### src/rtl/dcache_line_refill_ctrl.sv
// Miss-handling sequencer for the two-way L1 D-cache data RAM.
// On an accepted miss it optionally writes the dirty victim line back to
// memory (read RAM word, capture, send beat), then fetches the new line and
// writes each returned beat straight into the selected way. A one-cycle done
// pulse tells the D-cache main FSM that the line is in place.
module dcache_line_refill_ctrl #(
    parameter int OFFSET_W = 3,
    parameter int INDEX_W  = 12 - OFFSET_W
) (
    input  logic               clk,
    input  logic               rst,
    // miss request from the D-cache main FSM
    input  logic               req_valid,
    output logic               req_ready,
    input  logic               req_way,
    input  logic [INDEX_W-1:0] req_index,
    input  logic               req_wb,
    input  logic [31:0]        req_wb_addr,
    input  logic [31:0]        req_rf_addr,
    output logic               busy,
    output logic               done,
    output logic               err,
    // data RAM port
    output logic [11:0]        ram_addr,
    output logic [1:0]         ram_en,
    output logic [7:0]         ram_wen,
    output logic [31:0]        ram_data0_w,
    output logic [31:0]        ram_data1_w,
    input  logic [31:0]        ram_data0_o,
    input  logic [31:0]        ram_data1_o,
    // refill read burst
    output logic               rd_req,
    output logic [31:0]        rd_addr,
    input  logic               rd_gnt,
    input  logic               rd_valid,
    input  logic [31:0]        rd_data,
    input  logic               rd_last,
    // writeback burst
    output logic               wr_req,
    output logic [31:0]        wr_addr,
    input  logic               wr_gnt,
    output logic               wr_valid,
    output logic [31:0]        wr_data,
    output logic               wr_last,
    input  logic               wr_ready,
    input  logic               wr_resp
);

    localparam int LINE_WORDS = 2 ** OFFSET_W;
    localparam logic [OFFSET_W-1:0] CNT_LAST = OFFSET_W'(LINE_WORDS - 1);

    typedef enum logic [3:0] {
        IDLE   = 4'd0,
        WB_REQ = 4'd1,
        WB_RD  = 4'd2,
        WB_CAP = 4'd3,
        WB_DAT = 4'd4,
        WB_RSP = 4'd5,
        RF_REQ = 4'd6,
        RF_DAT = 4'd7,
        DONE   = 4'd8
    } state_t;

    state_t              state_reg, state_next;
    logic [OFFSET_W-1:0] cnt_reg, cnt_next;
    logic [31:0]         wb_buf_reg, wb_buf_next;
    logic                way_reg, way_next;
    logic [INDEX_W-1:0]  index_reg, index_next;
    logic                wb_reg, wb_next;
    logic [31:0]         wb_addr_reg, wb_addr_next;
    logic [31:0]         rf_addr_reg, rf_addr_next;
    logic                err_reg, err_next;

    // RAM access qualifiers; the way decode below turns them into per-way strobes
    logic                ram_access;
    logic                ram_write;
    logic [31:0]         ram_wdata;

    // State and latched request fields; reset abandons any burst in flight
    always_ff @(posedge clk or negedge rst) begin
        if (!rst) begin
            state_reg   <= IDLE;
            cnt_reg     <= '0;
            wb_buf_reg  <= '0;
            way_reg     <= 1'b0;
            index_reg   <= '0;
            wb_reg      <= 1'b0;
            wb_addr_reg <= '0;
            rf_addr_reg <= '0;
            err_reg     <= 1'b0;
        end else begin
            state_reg   <= state_next;
            cnt_reg     <= cnt_next;
            wb_buf_reg  <= wb_buf_next;
            way_reg     <= way_next;
            index_reg   <= index_next;
            wb_reg      <= wb_next;
            wb_addr_reg <= wb_addr_next;
            rf_addr_reg <= rf_addr_next;
            err_reg     <= err_next;
        end
    end

    // Next-state logic and state-decoded outputs; only the refill RAM write
    // path looks at the live rd_valid/rd_data inputs
    always_comb begin
        state_next   = state_reg;
        cnt_next     = cnt_reg;
        wb_buf_next  = wb_buf_reg;
        way_next     = way_reg;
        index_next   = index_reg;
        wb_next      = wb_reg;
        wb_addr_next = wb_addr_reg;
        rf_addr_next = rf_addr_reg;
        err_next     = err_reg;

        req_ready  = 1'b0;
        busy       = (state_reg != IDLE);
        done       = 1'b0;
        err        = err_reg;
        ram_addr   = '0;
        ram_access = 1'b0;
        ram_write  = 1'b0;
        ram_wdata  = '0;
        rd_req     = 1'b0;
        rd_addr    = '0;
        wr_req     = 1'b0;
        wr_addr    = '0;
        wr_valid   = 1'b0;
        wr_data    = '0;
        wr_last    = 1'b0;

        case (state_reg)
            IDLE: begin
                req_ready = 1'b1;
                if (req_valid) begin
                    way_next     = req_way;
                    index_next   = req_index;
                    wb_next      = req_wb;
                    wb_addr_next = req_wb_addr;
                    rf_addr_next = req_rf_addr;
                    cnt_next     = '0;
                    err_next     = 1'b0;
                    state_next   = req_wb ? WB_REQ : RF_REQ;
                end
            end
            WB_REQ: begin
                wr_req  = 1'b1;
                wr_addr = wb_addr_reg;
                if (wr_gnt) begin
                    state_next = WB_RD;
                end
            end
            WB_RD: begin
                // read-only access; data appears on the next cycle
                ram_access = 1'b1;
                ram_addr   = {index_reg, cnt_reg};
                state_next = WB_CAP;
            end
            WB_CAP: begin
                wb_buf_next = way_reg ? ram_data1_o : ram_data0_o;
                state_next  = WB_DAT;
            end
            WB_DAT: begin
                wr_valid = 1'b1;
                wr_data  = wb_buf_reg;
                wr_last  = (cnt_reg == CNT_LAST);
                if (wr_ready) begin
                    if (cnt_reg == CNT_LAST) begin
                        cnt_next   = '0;
                        state_next = WB_RSP;
                    end else begin
                        cnt_next   = cnt_reg + OFFSET_W'(1);
                        state_next = WB_RD;
                    end
                end
            end
            WB_RSP: begin
                if (wr_resp) begin
                    state_next = RF_REQ;
                end
            end
            RF_REQ: begin
                rd_req  = 1'b1;
                rd_addr = rf_addr_reg;
                if (rd_gnt) begin
                    state_next = RF_DAT;
                end
            end
            RF_DAT: begin
                if (rd_valid) begin
                    ram_access = 1'b1;
                    ram_write  = 1'b1;
                    ram_addr   = {index_reg, cnt_reg};
                    ram_wdata  = rd_data;
                    cnt_next   = cnt_reg + OFFSET_W'(1);
                    // the beat count decides completion; rd_last only flags disagreement
                    if (rd_last != (cnt_reg == CNT_LAST)) begin
                        err_next = 1'b1;
                    end
                    if (cnt_reg == CNT_LAST) begin
                        state_next = DONE;
                    end
                end
            end
            DONE: begin
                done       = 1'b1;
                state_next = IDLE;
            end
            default: begin
                state_next = IDLE;
            end
        endcase
    end

    // Both way write ports carry the same data; the byte enables pick the way
    assign ram_data0_w = ram_wdata;
    assign ram_data1_w = ram_wdata;

    // Per-way enable and byte-enable nibble decode from the latched way
    generate
        for (genvar gi = 0; gi < 2; gi++) begin : g_way
            assign ram_en[gi]          = ram_access && (way_reg == 1'(gi));
            assign ram_wen[gi*4 +: 4]  = {4{ram_write && (way_reg == 1'(gi))}};
        end
    endgenerate

endmodule

### config.mk
export PLATFORM = sky130hd
export DESIGN_NAME = dcache_line_refill_ctrl
export DESIGN_NICKNAME = d
export VERILOG_FILES = /design/src/rtl/dcache_line_refill_ctrl.sv
export SDC_FILE = /design/constraint.sdc
export NUM_CORES = 1
export LEC_CHECK = 0
export CELL_PAD_IN_SITES_DETAIL_PLACEMENT = 1
export CELL_PAD_IN_SITES_GLOBAL_PLACEMENT = 2
export CORE_AREA = 5 5 177 179
export DETAILED_ROUTE_END_ITERATION = 16
export DIE_AREA = 0 0 182 184
export MAX_ROUTING_LAYER = met4
export PLACE_DENSITY_LB_ADDON = 0.1
export SETUP_SLACK_MARGIN = 0.15
export SLEW_MARGIN = 30
export SYNTH_ARGS = -nofsm -noshare
export SYNTH_HDL_FRONTEND = slang
export SYNTH_SLANG_ARGS = --single-unit
### constraint.sdc
create_clock -name clk -period 2.42 [get_ports clk]
set_input_delay 0.484 -clock clk [delete_from_list [all_inputs] [get_ports clk]]
set_output_delay 0.484 -clock clk [all_outputs]
set_load 0.01 [all_outputs]
==> qor.yml, run 1 <==
status: "finished, violations left"
violations: "setup timing"
syn_avg_cell_area_um2: 11.3
antenna_found_initial: 5
synthFlopType: "dfrtp_1"
crit_chain: "buf_6 > and4bb_4 > buf_6 > buf_16 > and2_1 > dlygate4sd2_1"
setup_viol_count_final: 64
power_w: 0.0135
syn_area_um2: 6360
cts_max_path_buffers: 2
wl_per_cell_um: 20.2
io_pins: 370
ys_seq_area_frac: 0.448
io_buffers: 369
ys_types: 43
ant_nets: 0
finClkSkew_ns: 0.00993
yosysWarnings: 0
post-route-drc-count: 0
core_area_um2: 29400
cp.required_ns: 1.94
regArea_um2: 2860
vdd_drop_max_mv: 0.422
rsz0062_at_grt: "yes"
grt_max_degree: 65
slew_violations: 0
row_count: 63
finalHoldViolCount: 0
cpMostUsedCell: "buf_6"
cp_max_fo: 8
setup_tns_ns: -2.23
clock-root-buffer: "clkbuf_16"
cpPeakStageDelay_ns: 0.44
switching_power_w: 0.00453
wl_mm: 28.2
synth_nets: 747
netlist_instances: 565
synthToLayoutAreaGrowth_pct: 93.5
grt_overflow: 0
ys_seq_elements: 114
clock_latency_ns: 0.41
final_net_count: 1172
ctsHtreeMaxLevel: 4
nFillCells: 3174
fin_crit_sh: 1.04
cts.sinks: 114
dieArea_um2: 33500
drt_iter0_drc: 153
power_density_nw_per_um2: 1100
drtPass1Iterations: 4
grt.total_usage: 0.159
end_kind: "output port"
synthArstFlopShare: 1.00
relSlewSlack: 0.645
final_cell_mix: "clkdlybuf4s50_1 (178), buf_6 (114), dfrtp_1 (110)"
swShare: 0.335
cp-start-kind: "flip-flop"
vias: 5910
share_comb_of_total_power: 0.565
maxCapViolCount: 0
start_util: 0.216
p_leak_nw: 5.93
fmax_ghz: 0.397
multi_input_area_um2: 3310
fp.dieW_um: 182
clk_pin_slew_worst_paths_ns: 0.06
crit_slowest_cell: "dfrtp_2"
numCtsBuffers: 17
ctsHoldBuffers: 0
hpwl_mm: 19.6
cp.arrival_ns: 2.03
final_common_cell: "clkdlybuf4s50_1"
hold_class: "in -> async"
place_congestion: 0.928
grt_first_pass_wirelength_mm: 39.7
placed_area_um2: 10400
drive_above_1_share: 0.501
grt_pass1_vias: 6485
synth_edf_count: 0
fin_crit_ns: 2.52
cts_tree: "done"
p_clk_frac: 0.182
internal_power_w: 0.00899
setup_slack_ns: -0.0960
vias_per_cell: 4.23
finalInstanceArea_um2: 12300
max_slew.worst_pin.slew_ns: 0.533
p_seq_frac: 0.253
criticalPathCategory: "reg -> out"
die_h_um: 184
-- critical path: cells and delay by family (launching register included) --
kind / cells / cell delay [ns]
buf+inv: 4 / 0.67
flops: 1 / 0.44
simple gates: 2 / 0.52
-- repair_timing --
item / CTS / global route
setup buffers: 31 / 44
resized for setup: 599 / 293
pin swaps: 18 / 19
gates cloned: 9 / 3
setup endpoints to repair: 189 / 186
-- synthesized netlist by cell type, types with 5 or more instances --
cell type | count | share of area
mux2i_1 | 36 | 0.057
buf_2 | 9 | 0.0071
clkbuf_1 | 21 | 0.012
nand2_1 | 5 | 0.0029
nor2_1 | 35 | 0.021
and2_1 | 98 | 0.096
and3_1 | 46 | 0.045
buf_4 | 42 | 0.050
dfrtp_1 | 114 | 0.45
mux2_2 | 25 | 0.044
buf_6 | 7 | 0.012
a21oi_1 | 33 | 0.026
mux2_4 | 52 | 0.12
-- layout make-up --
type | instances | share of cell area
clock inverters | 10 | 0.00904
multi-input cells | 366 | 0.269
well taps | 390 | 0.0396
repair buffers | 487 | 0.411
clock buffers | 21 | 0.0366
flip-flops and latches | 114 | 0.232
diodes | 4 | 0.000813
inverters | 4 | 0.00142
-- worst paths after layout --
path | from | end | slack [ns] | depth (start not counted)
min in group clk | index_reg[6] | index_reg[6] | 0.50 | 1
max in group asynchronous | rst | state_reg[2] | 1.72 | 2
max reg2reg | state_reg[2] | cnt_reg[1] | 0.20 | 8
max | state_reg[0] | rd_addr[29] | -0.1 | 6
min reg2reg | index_reg[6] | index_reg[6] | 0.50 | 1
min | rst | wb_addr_reg[6] | 0.006 | 1
-- logic make-up (layout without fill, tap and decap cells) --
logic type / Yosys count / after routing / share of synthesized area
simple gates: 205 / 205 / 0.196
mux: 114 / 114 / 0.225
flops: 114 / 114 / 0.448
buf+inv: 85 / 522 / 0.0849
compound gates: 43 / 43 / 0.0383
fa+ha+maj: 2 / 2 / 0.00393
xor+xnor: 2 / 2 / 0.00275
other cells: 0 / 4 / 0
-- per-layer routing --
layer / wire (µm) / track usage / part of all wire / vias to the layer above
li1: - / - / - / 2736
met1: 10400 / 0.167 / 0.37 / 2908
met2: 15000 / 0.287 / 0.53 / 242
met3: 2290 / 0.0540 / 0.081 / 24
met4: 492 / 0.0438 / 0.017 / 0
met5: 0 / - / 0 / -
-- per-stage QoR --
stage | utilization | std cells | worst slack, ns | hold WS [ns]
finish | 0.419 | 1396 | -0.0960 | 0.00606
global route | 0.419 | 1396 | -0.192 | 0.0323
CTS | 0.393 | 1345 | -0.187 | 0.00839
detailed placement | 0.355 | 1274 | -0.248 | 0.463
global placement | 0.355 | 1274 | -0.280 | 0.457
floorplan | - | 565 | 0.181 | 0.188
-- power groups by stage --
stage / clock, W / sequential [W] / combinational (W)
after floorplan: 0 / 0.00316 / 0.00339
after global placement: 0 / 0.00334 / 0.00584
after detailed placement: 0 / 0.00339 / 0.00592
after CTS: 0.00254 / 0.00340 / 0.00660
after global routing: 0.00263 / 0.00354 / 0.00821
final: 0.00246 / 0.00342 / 0.00763
No activity file was read; power rests on OpenSTA's default activity.
==> run 2, diff against run 1 <==
- CELL_PAD_IN_SITES_DETAIL_PLACEMENT: 1 -> not set
- CELL_PAD_IN_SITES_GLOBAL_PLACEMENT: 2 -> not set
- CORE_AREA: 5 5 177 179 -> 5 5 141 143
- DIE_AREA: 0 0 182 184 -> 0 0 146 148
- GPL_ROUTABILITY_DRIVEN: not set -> 0
- PLACE_DENSITY: not set -> 0.74
- PLACE_DENSITY_LB_ADDON: 0.1 -> not set
==> run 2 against run 1 <==
  * The run still ends with setup timing left
  * Sequential share of layout area decreased by 1.1 points
  * Hold slack improved by 0.49 ns
  * Final area increased by 4.9%
  * Cell count shrank 10%
  * Via count increased by 2.6%
  * Critical path depth rose by 2
  * Global-route usage is 7.0 points higher
  * Highest routed layer unchanged
==> qor.yml, run 2 (same netlist as run 1, synthesis figures left out) <==
cpMostUsedCell: "buf_6"
fmax_ghz: 0.396
dp_slack_ns: -0.213
drive_above_1_share: 0.577
dieArea_um2: 21600
vias: 6063
criticalPathCategory: "reg -> out"
setup_slack_ns: -0.102
synthToLayoutAreaGrowth_pct: 103
crit_chain: "buf_12 > nor4_4 > buf_6 > buf_16 > buf_8 > buf_6 > and2_4 > buf_6"
vdd_drop_max_mv: 0.667
hpwl_mm: 17.0
status: "finished, violations left"
grt_max_degree: 65
antenna_found_initial: 0
cp.arrival_ns: 2.04
vias_per_cell: 4.84
grt.total_usage: 0.229
final_net_count: 1187
die_h_um: 148
post-route-drc-count: 0
fin_crit_sh: 1.04
hold_class: "reg -> reg"
relSlewSlack: 0.592
maxCapViolCount: 0
drtPass1Iterations: 4
numCtsBuffers: 17
final_common_cell: "buf_6"
clk_pin_slew_worst_paths_ns: 0.06
cp_max_fo: 6
row_count: 50
io_pins: 370
fp.dieW_um: 146
drt_iter0_drc: 272
end_kind: "output port"
cts_max_path_buffers: 2
wl_per_cell_um: 21.4
cts_tree: "done"
power_w: 0.0147
power_density_nw_per_um2: 1140
cp-start-kind: "flip-flop"
violations: "setup timing"
fin_crit_ns: 2.52
io_buffers: 369
finalHoldViolCount: 0
nFillCells: 1270
clock_latency_ns: 0.42
grt_pass1_vias: 6296
final_cell_mix: "buf_6 (208), clkdlybuf4s50_1 (179), dfrtp_1 (109)"
p_leak_nw: 6.12
setup_viol_count_final: 64
start_util: 0.345
finClkSkew_ns: 0.0123
grt_overflow: 0
rsz0062_at_grt: "yes"
cpPeakStageDelay_ns: 0.44
wl_mm: 26.8
ctsHtreeMaxLevel: 4
crit_slowest_cell: "dfrtp_2"
core_area_um2: 18500
antenna_cells: 0
max_slew.worst_pin.slew_ns: 0.612
ant_nets: 0
grt_first_pass_wirelength_mm: 36.7
clock-root-buffer: "clkbuf_16"
cp.required_ns: 1.94
slew_violations: 0
cts.sinks: 114
==> run 2: changes by cell type in the layout (fill, tap and decap cells not counted), sizes merged, moves of 2 or more <==
cell / delta
diode: -4
clkbuf: -40
clkdlybuf4s15: -29
dlymetal6s2s: -11
dlygate4sd2: -3
buf: +92
clkinvlp: -2
inv: +4
==> run 2: final timing paths <==
| path | startpoint | end | depth (start not counted) | slack, ns |
|---|---|---|---|---|
| worst min-delay path | index_reg[0] | index_reg[0] | 1 | 0.49 |
| min in group asynchronous | rst | index_reg[0] | 2 | 0.55 |
| worst max-delay path | state_reg[2] | wr_addr[26] | 8 | -0.10 |
| worst min register to register | index_reg[0] | index_reg[0] | 1 | 0.49 |
| max in group asynchronous | rst | state_reg[2] | 3 | 1.26 |
| worst max register to register | state_reg[2] | cnt_reg[1] | 11 | 0.09 |
==> run 2: report_power, final <==
group	internal [W]	switching, W	leakage [nW]
sequential	0.00286	0.000628	1.33
combinational	0.00529	0.00329	4.49
clock	0.00166	0.000947	0.302
total	0.00980	0.00486	6.12
==> run 2: timing repair <==
| item | 4_1_cts | 5_1_grt |
|---|---|---|
| gates cloned | 16 | 9 |
| hold buffers | 1 | 0 |
| gates resized for setup | 936 | 235 |
| setup endpoints to repair | 189 | 246 |
| setup buffers | 57 | 20 |
| pin swaps | 66 | 39 |
| endpoints found under the hold margin | 17 | 0 |
==> run 2: routing by layer <==
| layer | global-route usage | up-vias | part of all wire |
|---|---|---|---|
| li1 | - | 2775 | - |
| met2 | 0.418 | 287 | 0.54 |
| met5 | - | - | 0 |
| met1 | 0.241 | 2951 | 0.37 |
| met4 | 0.0927 | 0 | 0.032 |
| met3 | 0.0524 | 50 | 0.057 |
==> run 2: layout make-up <==
| type | instances | area, µm² | area share |
|---|---|---|---|
| Clock buffer | 18 | 439 | 0.0340 |
| Clock inverter | 14 | 178 | 0.0138 |
| Timing Repair Buffer | 501 | 5620 | 0.435 |
| Inverter | 4 | 17.5 | 0.00136 |
| Sequential cell | 114 | 2860 | 0.221 |
| Multi-Input combinational cell | 367 | 3500 | 0.271 |
| Tap cell | 234 | 293 | 0.0227 |
==> run 2: worst max-delay path, delay by kind of cell, from the launching register on <==
kind	cells	cell delay, ns
flip-flops	1	0.44
AND/OR/NAND/NOR	2	0.45
buffers and inverters	6	0.74
==> run 2: metrics by stage <==
step	TNS, ns	std cells	util	instance area (µm²)	hold WS (ns)
floorplan	0	565	-	6360	0.188
global placement	-7.96	1117	0.552	10200	0.435
detailed placement	-9.04	1117	0.552	10200	0.445
CTS	-2.68	1223	0.659	12200	0.497
global route	-9.27	1252	0.700	12900	0.516
finish	-3.77	1252	0.700	12900	0.494
